--- config.mk ---
export PLATFORM = sky130hd
export DESIGN_NAME = inst_fetch_sequencer_flat
export DESIGN_NICKNAME = d
export VERILOG_FILES = /design/src/rtl/inst_fetch_sequencer_if.sv /design/src/rtl/inst_fetch_sequencer.sv /design/src/flat_wrapper.sv
export SDC_FILE = /design/constraint.sdc
export NUM_CORES = 1
export LEC_CHECK = 0
export BUFFER_PORTS_ARGS = -buffer_cell sky130_fd_sc_hd__buf_2
export CORE_MARGIN = 5
export CORE_UTILIZATION = 40
export DETAILED_ROUTE_END_ITERATION = 8
export PLACE_DENSITY = 0.66
export SYNTH_ARGS = -nofsm -noshare
export SYNTH_HDL_FRONTEND = slang
export SYNTH_SLANG_ARGS = --single-unit
--- constraint.sdc ---
create_clock -name Clock -period 1.39 [get_ports Clock]
set_input_delay 0.139 -clock Clock [delete_from_list [all_inputs] [get_ports Clock]]
set_output_delay 0.139 -clock Clock [all_outputs]
set_load 0.005 [all_outputs]
--- src/rtl/inst_fetch_sequencer_if.sv ---
// Bus between the instruction fetch sequencer, the instruction ROM and the execution datapath.
// The master side is the sequencer; the slave side is the ROM/datapath environment.
interface inst_fetch_sequencer_if #(
    parameter int ADDR_W = 4,
    parameter int DATA_W = 32
);
    logic              InstEnable;
    logic [ADDR_W-1:0] InstAddress;
    logic [DATA_W-1:0] InstData;
    logic              OpValid;
    logic [7:0]        OpCode;
    logic [7:0]        Src1;
    logic [7:0]        Src2;
    logic [7:0]        Dest;
    logic              OpDone;

    modport master (
        output InstEnable, InstAddress, OpValid, OpCode, Src1, Src2, Dest,
        input  InstData, OpDone
    );

    modport slave (
        input  InstEnable, InstAddress, OpValid, OpCode, Src1, Src2, Dest,
        output InstData, OpDone
    );
endinterface

--- src/rtl/inst_fetch_sequencer.sv ---
// Instruction fetch sequencer: reads the instruction ROM from address 0, decodes and issues one
// operation at a time over valid/done. Optional macro ILLEGAL_OP_TRAP_EN traps illegal opcodes.
//
// state  | meaning
// IDLE   | waiting for Start after reset
// FETCH  | InstEnable high, ROM registers word at PC
// LATCH  | instruction register captures InstData
// DECODE | classify opcode: issue / skip / stop / illegal
// ISSUE  | OpValid held until OpDone
// NEXT   | advance PC or halt at last address
// HALT   | program finished, Start restarts from address 0
module inst_fetch_sequencer #(
    parameter int ADDR_W = 4,
    parameter int DATA_W = 32
) (
    input  logic                  Clock,
    input  logic                  nReset,
    input  logic                  Start,
    inst_fetch_sequencer_if.master bus,
    output logic                  Busy,
    output logic                  Halted,
    output logic                  Error
);

    localparam logic [2:0] ST_IDLE   = 3'd0;
    localparam logic [2:0] ST_FETCH  = 3'd1;
    localparam logic [2:0] ST_LATCH  = 3'd2;
    localparam logic [2:0] ST_DECODE = 3'd3;
    localparam logic [2:0] ST_ISSUE  = 3'd4;
    localparam logic [2:0] ST_NEXT   = 3'd5;
    localparam logic [2:0] ST_HALT   = 3'd6;

    localparam logic [7:0] OP_NOP  = 8'h00;
    localparam logic [7:0] OP_STOP = 8'hFF;

    logic [2:0]        state;
    logic [ADDR_W-1:0] pc;
    logic              inst_enable;
    logic [DATA_W-1:0] ir;
    logic              op_valid;
    logic [7:0]        op_code;
    logic [7:0]        src1;
    logic [7:0]        src2;
    logic [7:0]        dest;

    logic [7:0]        ir_op;
    logic              op_issue;
    logic              op_stop;
    logic              op_nop;
    logic              pc_last;

    assign ir_op   = ir[31:24];
    assign pc_last = (pc == {ADDR_W{1'b1}});

    always_comb begin
        op_issue = 1'b0;
        op_stop  = 1'b0;
        op_nop   = 1'b0;
        case (ir_op)
            8'h01, 8'h02, 8'h03, 8'h04, 8'h05: op_issue = 1'b1;
            OP_STOP:                            op_stop  = 1'b1;
            OP_NOP:                             op_nop   = 1'b1;
            default: ;
        endcase
    end

`ifdef ILLEGAL_OP_TRAP_EN
    logic error_flag;
`endif

    always_ff @(posedge Clock) begin
        if (!nReset) begin
            state       <= ST_IDLE;
            pc          <= '0;
            inst_enable <= 1'b0;
            ir          <= '0;
            op_valid    <= 1'b0;
            op_code     <= 8'h00;
            src1        <= 8'h00;
            src2        <= 8'h00;
            dest        <= 8'h00;
`ifdef ILLEGAL_OP_TRAP_EN
            error_flag  <= 1'b0;
`endif
        end else begin
            case (state)
                ST_IDLE: begin
                    if (Start) begin
                        pc          <= '0;
                        inst_enable <= 1'b1;
                        state       <= ST_FETCH;
                    end
                end
                ST_FETCH: begin
                    inst_enable <= 1'b0;
                    state       <= ST_LATCH;
                end
                ST_LATCH: begin
                    ir    <= bus.InstData;
                    state <= ST_DECODE;
                end
                ST_DECODE: begin
                    if (op_issue) begin
                        op_code  <= ir[31:24];
                        src1     <= ir[23:16];
                        src2     <= ir[15:8];
                        dest     <= ir[7:0];
                        op_valid <= 1'b1;
                        state    <= ST_ISSUE;
                    end else if (op_stop) begin
                        state <= ST_HALT;
                    end else if (op_nop) begin
                        state <= ST_NEXT;
                    end else begin
`ifdef ILLEGAL_OP_TRAP_EN
                        error_flag <= 1'b1;
                        state      <= ST_HALT;
`else
                        state <= ST_NEXT;
`endif
                    end
                end
                ST_ISSUE: begin
                    if (bus.OpDone) begin
                        op_valid <= 1'b0;
                        state    <= ST_NEXT;
                    end
                end
                ST_NEXT: begin
                    // The PC never wraps: finishing the last word ends the program.
                    if (pc_last) begin
                        state <= ST_HALT;
                    end else begin
                        pc          <= pc + 1'b1;
                        inst_enable <= 1'b1;
                        state       <= ST_FETCH;
                    end
                end
                ST_HALT: begin
                    if (Start) begin
                        pc          <= '0;
                        inst_enable <= 1'b1;
`ifdef ILLEGAL_OP_TRAP_EN
                        error_flag  <= 1'b0;
`endif
                        state       <= ST_FETCH;
                    end
                end
                default: begin
                    state <= ST_IDLE;
                end
            endcase
        end
    end

`ifdef ILLEGAL_OP_TRAP_EN
    assign Error = error_flag;
`else
    assign Error = 1'b0;
`endif

    assign Busy   = (state != ST_IDLE) && (state != ST_HALT);
    assign Halted = (state == ST_HALT);

    assign bus.InstEnable  = inst_enable;
    assign bus.InstAddress = pc;
    assign bus.OpValid     = op_valid;
    assign bus.OpCode      = op_code;
    assign bus.Src1        = src1;
    assign bus.Src2        = src2;
    assign bus.Dest        = dest;

endmodule

--- src/flat_wrapper.sv ---
// flat-port wrapper written by rule: the top's interface ports become plain ports
module inst_fetch_sequencer_flat 
#(
    parameter int ADDR_W = 4,
    parameter int DATA_W = 32
)
  (Clock, nReset, Start, Busy, Halted, Error, bus_InstEnable, bus_InstAddress, bus_OpValid, bus_OpCode, bus_Src1, bus_Src2, bus_Dest, bus_InstData, bus_OpDone);
  inst_fetch_sequencer_if #(.ADDR_W(ADDR_W), .DATA_W(DATA_W)) bus_i ();
  input  logic Clock;
  input  logic nReset;
  input  logic Start;
  output logic Busy;
  output logic Halted;
  output logic Error;
  output wire logic [$bits(bus_i.InstEnable)-1:0] bus_InstEnable;
  output wire logic [$bits(bus_i.InstAddress)-1:0] bus_InstAddress;
  output wire logic [$bits(bus_i.OpValid)-1:0] bus_OpValid;
  output wire logic [$bits(bus_i.OpCode)-1:0] bus_OpCode;
  output wire logic [$bits(bus_i.Src1)-1:0] bus_Src1;
  output wire logic [$bits(bus_i.Src2)-1:0] bus_Src2;
  output wire logic [$bits(bus_i.Dest)-1:0] bus_Dest;
  input wire logic [$bits(bus_i.InstData)-1:0] bus_InstData;
  input wire logic [$bits(bus_i.OpDone)-1:0] bus_OpDone;
  assign bus_InstEnable = bus_i.InstEnable;
  assign bus_InstAddress = bus_i.InstAddress;
  assign bus_OpValid = bus_i.OpValid;
  assign bus_OpCode = bus_i.OpCode;
  assign bus_Src1 = bus_i.Src1;
  assign bus_Src2 = bus_i.Src2;
  assign bus_Dest = bus_i.Dest;
  assign bus_i.InstData = bus_InstData;
  assign bus_i.OpDone = bus_OpDone;
  inst_fetch_sequencer #(.ADDR_W(ADDR_W), .DATA_W(DATA_W)) u_core (.Clock(Clock), .nReset(nReset), .Start(Start), .bus(bus_i), .Busy(Busy), .Halted(Halted), .Error(Error));
endmodule
[After elaboration in Yosys (flattened, before gate mapping)]
Cells that the tools add are included.
Word-level totals
  bits in registers: 73
  bits in latches: 0
  memory bits (writable): 0
  memory bits (read-only): 0
  bits of input ports: 36
  logic and storage cells: 58
  memories: 0
Cells by class
  $add $sub $neg: 1
  multiply operators: 0
  div/mod/pow operators: 0
  $lt $le $gt $ge: 0
  eq/ne operators: 18
  shifts and indexed selects: 0
  muxes and demuxes: 17
  bitwise operators: 0
  reductions and logical operators: 13
Operator list (number)
  case mux 3 bit (6 select lines): 1
  == test 8 x 2 -> 1 bit (second input constant): 2
  == test 8 x 3 -> 1 bit (second input constant): 2
  2-to-1 mux 3 bit: 4
  == test 3 bit (second input constant): 3
  AND reduction 3 bit: 3
  == test 8 x 1 -> 1 bit (second input constant): 1
  == test 8 bit (second input constant): 1
  2-to-1 mux 4 bit: 2
  case mux 4 bit (2 select lines): 1
  == test 3 x 2 -> 1 bit (second input constant): 2
  2-to-1 mux 1 bit: 6
  nonzero test 3 bit: 2
  OR reduction 5 bit: 1
  adder 4 x 1 -> 4 bit (second input constant): 1
  == test 4 bit (second input constant): 1
  inequality test 2 x 1 -> 1 bit (second input constant): 2
  inequality test 2 bit (second input constant): 2
  AND reduction 2 bit: 2
  nonzero test 2 bit: 2
  == test 3 x 1 -> 1 bit (second input constant): 1
  logical NOT 3 bit: 1
  inequality test 3 bit (second input constant): 1
  case mux 1 bit (3 select lines): 1
  other kinds (4): 4

[Logic depth before layout (Yosys ltp)]
  depth after elaboration: 5
  gate-level depth with buffers: 6
  gate-level depth less buffers: 5

[Least setup slack after synthesis]
OpenSTA, ideal clock, no wires.
  path type: register -> register
  start point: reg u_core.pc[0] (netlist: u_core.bus.InstAddress[0])
  end point: reg u_core.pc[2] (netlist: u_core.bus.InstAddress[2])
  library setup time: 0.059 ns
  arrival: 1.394 ns
  required time: 1.331 ns
  slack: -0.063 ns
  stages on the path, launching flop included: 6
  path buffers: 0
  cell sequence: dfxtp_1 -> ha_1 -> nand3_1 -> a32oi_2 -> or4b_1 -> nand2_1
On the way
  cells in the longest elaborated chain, start to end: 3
  elaborated cells between the ends (all ways): 6
  classes of those cells: add/sub (1); eq/ne (2); mux (2); reduce/logical (1)
RTL lines
  from (decl): line inst_fetch_sequencer.sv:37  | logic [ADDR_W-1:0] pc;
  from (signal assigned): line inst_fetch_sequencer.sv:134  | pc <= pc + 1'b1;
  adder 4 x 1 -> 4 bit or == test 4 bit (tied branches): line inst_fetch_sequencer.sv:134, inst_fetch_sequencer.sv:53
  2-to-1 mux 4 bit or inequality test 2 bit (tied branches)
  case mux 4 bit (2 select lines) or AND reduction 3 bit (tied branches)
Parallel ways exist; a longest one is shown, timed or not. The select of a mux whose other input is x is not followed.
A chain may end at the register's enable or synchronous reset.

[Worst setup path after layout]
  start point: reg u_core.ir[25]
  end point: reg u_core.state[0]
On the way
  cells in the longest elaborated chain, start to end: 5
  elaborated cells between the ends (all ways): 12
  classes of those cells: eq/ne (6); mux (5); reduce/logical (1)
RTL lines
  from (decl): line inst_fetch_sequencer.sv:39  | logic [DATA_W-1:0] ir;
  from (signal assigned): line inst_fetch_sequencer.sv:99  | ir <= bus.InstData;
  == test 8 x 1 -> 1 bit (tied with other cells): line inst_fetch_sequencer.sv:59  | case (ir_op)
  OR reduction 5 bit or 2-to-1 mux 1 bit (tied branches): line inst_fetch_sequencer.sv:59
  2-to-1 mux 1 bit or 2-to-1 mux 2 bit (tied branches): line inst_fetch_sequencer.sv:59, inst_fetch_sequencer.sv:110
  2-to-1 mux 3 bit (*): line inst_fetch_sequencer.sv:103  | if (op_issue) begin
  case mux 3 bit (6 select lines) (*): line inst_fetch_sequencer.sv:86  | case (state)
  to (signal assigned): line inst_fetch_sequencer.sv:91  | state <= ST_FETCH;
  to (signal assigned): line inst_fetch_sequencer.sv:109  | state <= ST_ISSUE;
  to (signal assigned): line inst_fetch_sequencer.sv:111  | state <= ST_HALT;
  to (decl): line inst_fetch_sequencer.sv:36  | logic [2:0] state;
Mark *: on every way between the ends. The rest lies on a longest branch, timed or not.

==> impl_results.md <==
- Status: finished with violations
- Violations in the final reports: setup timing
- Slowest cell on the critical path: sky130_fd_sc_hd__or3_4
- WL/cell: 13.4 um
- Count of final setup violators: 4
- Multi-input combinational cell area: 1390 um2
- Critical path buffer and inverter count: 0
- Number of cells on the worst hold path: 3
- Portion of the post-synthesis area used by sequential elements: roughly 52%
- DRC Markers: 0
- Area grow syn2layout: 39.5%
- Cell Rows: 30
- Routed via count: ~2600
- Max-capacitance violation count: 0
- TritonCTS clock tree: done
- Maximum level of the CTS H-tree: 3
- Yosys warning count: 0
- # clock sinks: 73
- Static leakage: around 1.6 nW
- HP Class: input port to flop
- Design Power: roughly 5.2 mW
- Effective utilization at floorplan: 41.2%
- Number of standard cells in the layout, taps in and fillers out: 535
- Reg-to-reg slack, setup: -0.07 ns
- Clock latency on the worst-skew pair: roughly 0.34 ns
- Critical path depth in cells: 4
- Worst-path clk slew: 0.08 ns
- Area of the mapped netlist: 2810 um2
- Final clock skew: 0.0103 ns
- Critical Path AT: 1.71 ns
- Most numerous cell in the Yosys netlist: sky130_fd_sc_hd__nand2_1
- DP Cell Count: 512
- Die Span Y: approximately 94 um
- Post-detailed-route via-to-cell ratio: 4.90
- Net count after synthesis: 380
- Sequential cell fraction of total power: between 40 and 50%
- Yosys top cell by area: sky130_fd_sc_hd__dfxtp_1
- Tcrit/Tclk final: 105%
- Clock period minus worst slack: approximately 1.5 ns
- GR Overflow Total: 0
- Antenna-violating nets left: 0
- Unrepaired setup endpoints after global routing: yes
- Crit path setup slack, layout: -0.0671 ns
- Switching share of power: approximately 26%
- Commonest cells in the synthesized netlist: 98 x sky130_fd_sc_hd__nand2_1, 73 x sky130_fd_sc_hd__dfxtp_1, 38 x sky130_fd_sc_hd__a21oi_1
- Initial antenna violation count: 0
- Number of port buffers: 75
- GRT Util Overall: 16.1%
- Total count of max-transition violations in the final report: 0
- Setup TNS: -0.101 ns
- Critical Path Max Stage Delay: ~0.40 ns
- Boundary Pins: slightly below 80
- Fill cell count: 639
- Data required time at the worst endpoint: approximately 1.6 ns
- Ratio of total power to cell area: between 1000 and 1500 nW/um2
- Detailed-route wire length: between 7000 and 8000 um
- Critical path's top delay family: simple AND/OR/NAND/NOR gates
- Routability cong.: between 0.8 and 0.9
- Count of endpoints failing hold in the final timing report: 0
- Layout cell share with drive strength beyond 1: 37.8%
- Drt initial violations: ~130
- Clock network fraction of design power: a little under two fifths
- Number of flip-flops and latches in the synthesized netlist: 73
- Flip-flop and latch area: 1480 um2
- Die Footprint: about 8800 um2
- Floorplan die width: 93.9 um
- Vias in the first global route: 2525
- Switching power: roughly 1.4 mW
- Bufs on Longest Clock Path: 2
- Number of synthesized flops with an enable pin: 0
- Largest net degree at the start of global routing: 62
- Library cells used by synthesis: 46
- Number of CTS-inserted buffers: 9
- Comb pwr share: 17.6%
- TritonRoute pass-1 iters: 4
- Worst reg-to-reg path cell count: 4
- Worst Setup Start Kind: flop
- Crit. End Element: flop
- Asr flop ratio synth: 0%
- Highest clock frequency the design can meet: between 600 and 700 MHz
- Final net count: around 470
- Placed cell area: roughly 3400 um2
- Layout Cell Area excl Fill: 3930 um2
- Share of Yosys cell area claimed by the top area cell type: 51.9%
- Area of the core: 6830 um2
- Clock Tree Root: sky130_fd_sc_hd__clkbuf_8
- Critical Path, Cell by Cell: or3_4 -> and3_4 -> nand4bb_4 -> a221oi_2
- Cell internal pwr: 3.87 mW
- Synth Area per Inst: ~8.2 um2
- Post-synthesis cell count: 343
- Largest fanout on the critical path: 3
- Worst Path Class, Setup: flop to flop
- Top post-synthesis cells by area: sky130_fd_sc_hd__dfxtp_1 52%, sky130_fd_sc_hd__nand2_1 13%, sky130_fd_sc_hd__a21oi_1 6.8%, sky130_fd_sc_hd__nand3_1 5.2%, sky130_fd_sc_hd__o21ai_1 4.8%
- Worst slack after detailed placement: -0.0807 ns
- Worst voltage drop across the vdd grid: ~650 uV
- Post-detailed-placement half-perimeter wirelength: between 4000 and 5000 um
- Global-route wire length before repair: 11300 um
- Flip-flop cell with the highest count after synthesis: sky130_fd_sc_hd__dfxtp_1
- Diode insertion count for antenna repair: 0
stage by stage:
step,hold WS [ns],utilization (%)
after floorplan,0.267,-
after global placement,0.383,50.0
after detailed placement,0.384,50.0
after CTS,0.0111,54.3
after global routing,0.0241,57.5
final,0.0271,57.5
path summary, 6_finish.rpt:
path / startpoint / end
max: u_core.ir[25] / u_core.state[0]
min: bus_InstData[19] / u_core.ir[19]
max reg2reg: u_core.ir[25] / u_core.state[0]
min reg2reg: u_core.ir[3] / u_core.bus.Dest[3]
power groups by stage:
stage                     logic (mW)  registers (mW)  clock network [mW]
after detailed placement       0.759            2.33                   0
after global placement         0.746            2.32                   0
final                          0.921            2.30                2.00
after floorplan                0.486            2.33                   0
after CTS                      0.823            2.29                2.04
after global routing            1.02            2.31                2.14
what timing repair did:
action,4_1_cts,5_1_grt
endpoints found under the setup margin,68,70
gates cloned,0,1
hold buffers,0,0
setup buffers,3,3
pin swaps,4,8
gates resized for setup,10,36
registers in the layout, indices dropped and copies added, names as in the netlist:
signal                  flops
u_core.bus.Src1             8
u_core.state                3
u_core.bus.InstAddress      4
u_core.bus.InstEnable       1
u_core.ir                  32
u_core.bus.Dest             8
u_core.bus.OpValid          1
u_core.bus.OpCode           8
u_core.bus.Src2             8
placed cells by master, fill, tap and decap left out, types with 5 or more instances in the layout:
cell type                  synthesis  routed
sky130_fd_sc_hd__buf_4             2      23
sky130_fd_sc_hd__dfxtp_1          73      66
sky130_fd_sc_hd__nand3_2           0      10
sky130_fd_sc_hd__buf_2             3      75
sky130_fd_sc_hd__nand2_1          98      98
sky130_fd_sc_hd__clkbuf_8          0       9
sky130_fd_sc_hd__dfxtp_2           0       5
sky130_fd_sc_hd__nor2_1            6       6
sky130_fd_sc_hd__nand3_1          29      18
sky130_fd_sc_hd__o21ai_1          27      25
sky130_fd_sc_hd__a21oi_1          38      37
tightest hold or removal path: stages:
cell                      delay, ns
sky130_fd_sc_hd__buf_2         0.09
sky130_fd_sc_hd__nand2_1       0.04
sky130_fd_sc_hd__a21oi_1       0.05
final cells by class:
| class | instances | area share [%] |
|---|---|---|
| Sequential cell | 73 | 37.6 |
| Multi-Input combinational cell | 241 | 35.3 |
| Timing Repair Buffer | 107 | 17.7 |
| Clock buffer | 10 | 3.25 |
| Tap cell | 96 | 3.06 |
| Clock inverter | 6 | 2.93 |
| Inverter | 2 | 0.191 |
layer usage:
metal / up-vias / routed length, um / GRT usage [%]
met2: 61 / 3490 / 27.4
met1: 1208 / 3210 / 19.2
li1: 1340 / - / -
met5: - / 0 / 0
met4: 0 / 107 / 7.22
met3: 10 / 343 / 3.53
kinds of logic (layout without fill, tap and decap cells):
kind of cell | count (synthesis) | after routing | synth area share [%]
DFF | 73 | 73 | 51.9
buffers and inverters | 29 | 125 | 5.07
other | 1 | 1 | 0.133
xor gates and xnor gates | 2 | 2 | 0.623
and+or+nand+nor | 158 | 158 | 25.9
adders and majority gates | 1 | 1 | 0.445
AOI/OAI and AO/OA | 79 | 79 | 15.9
Power figures use the tool's default switching activity.
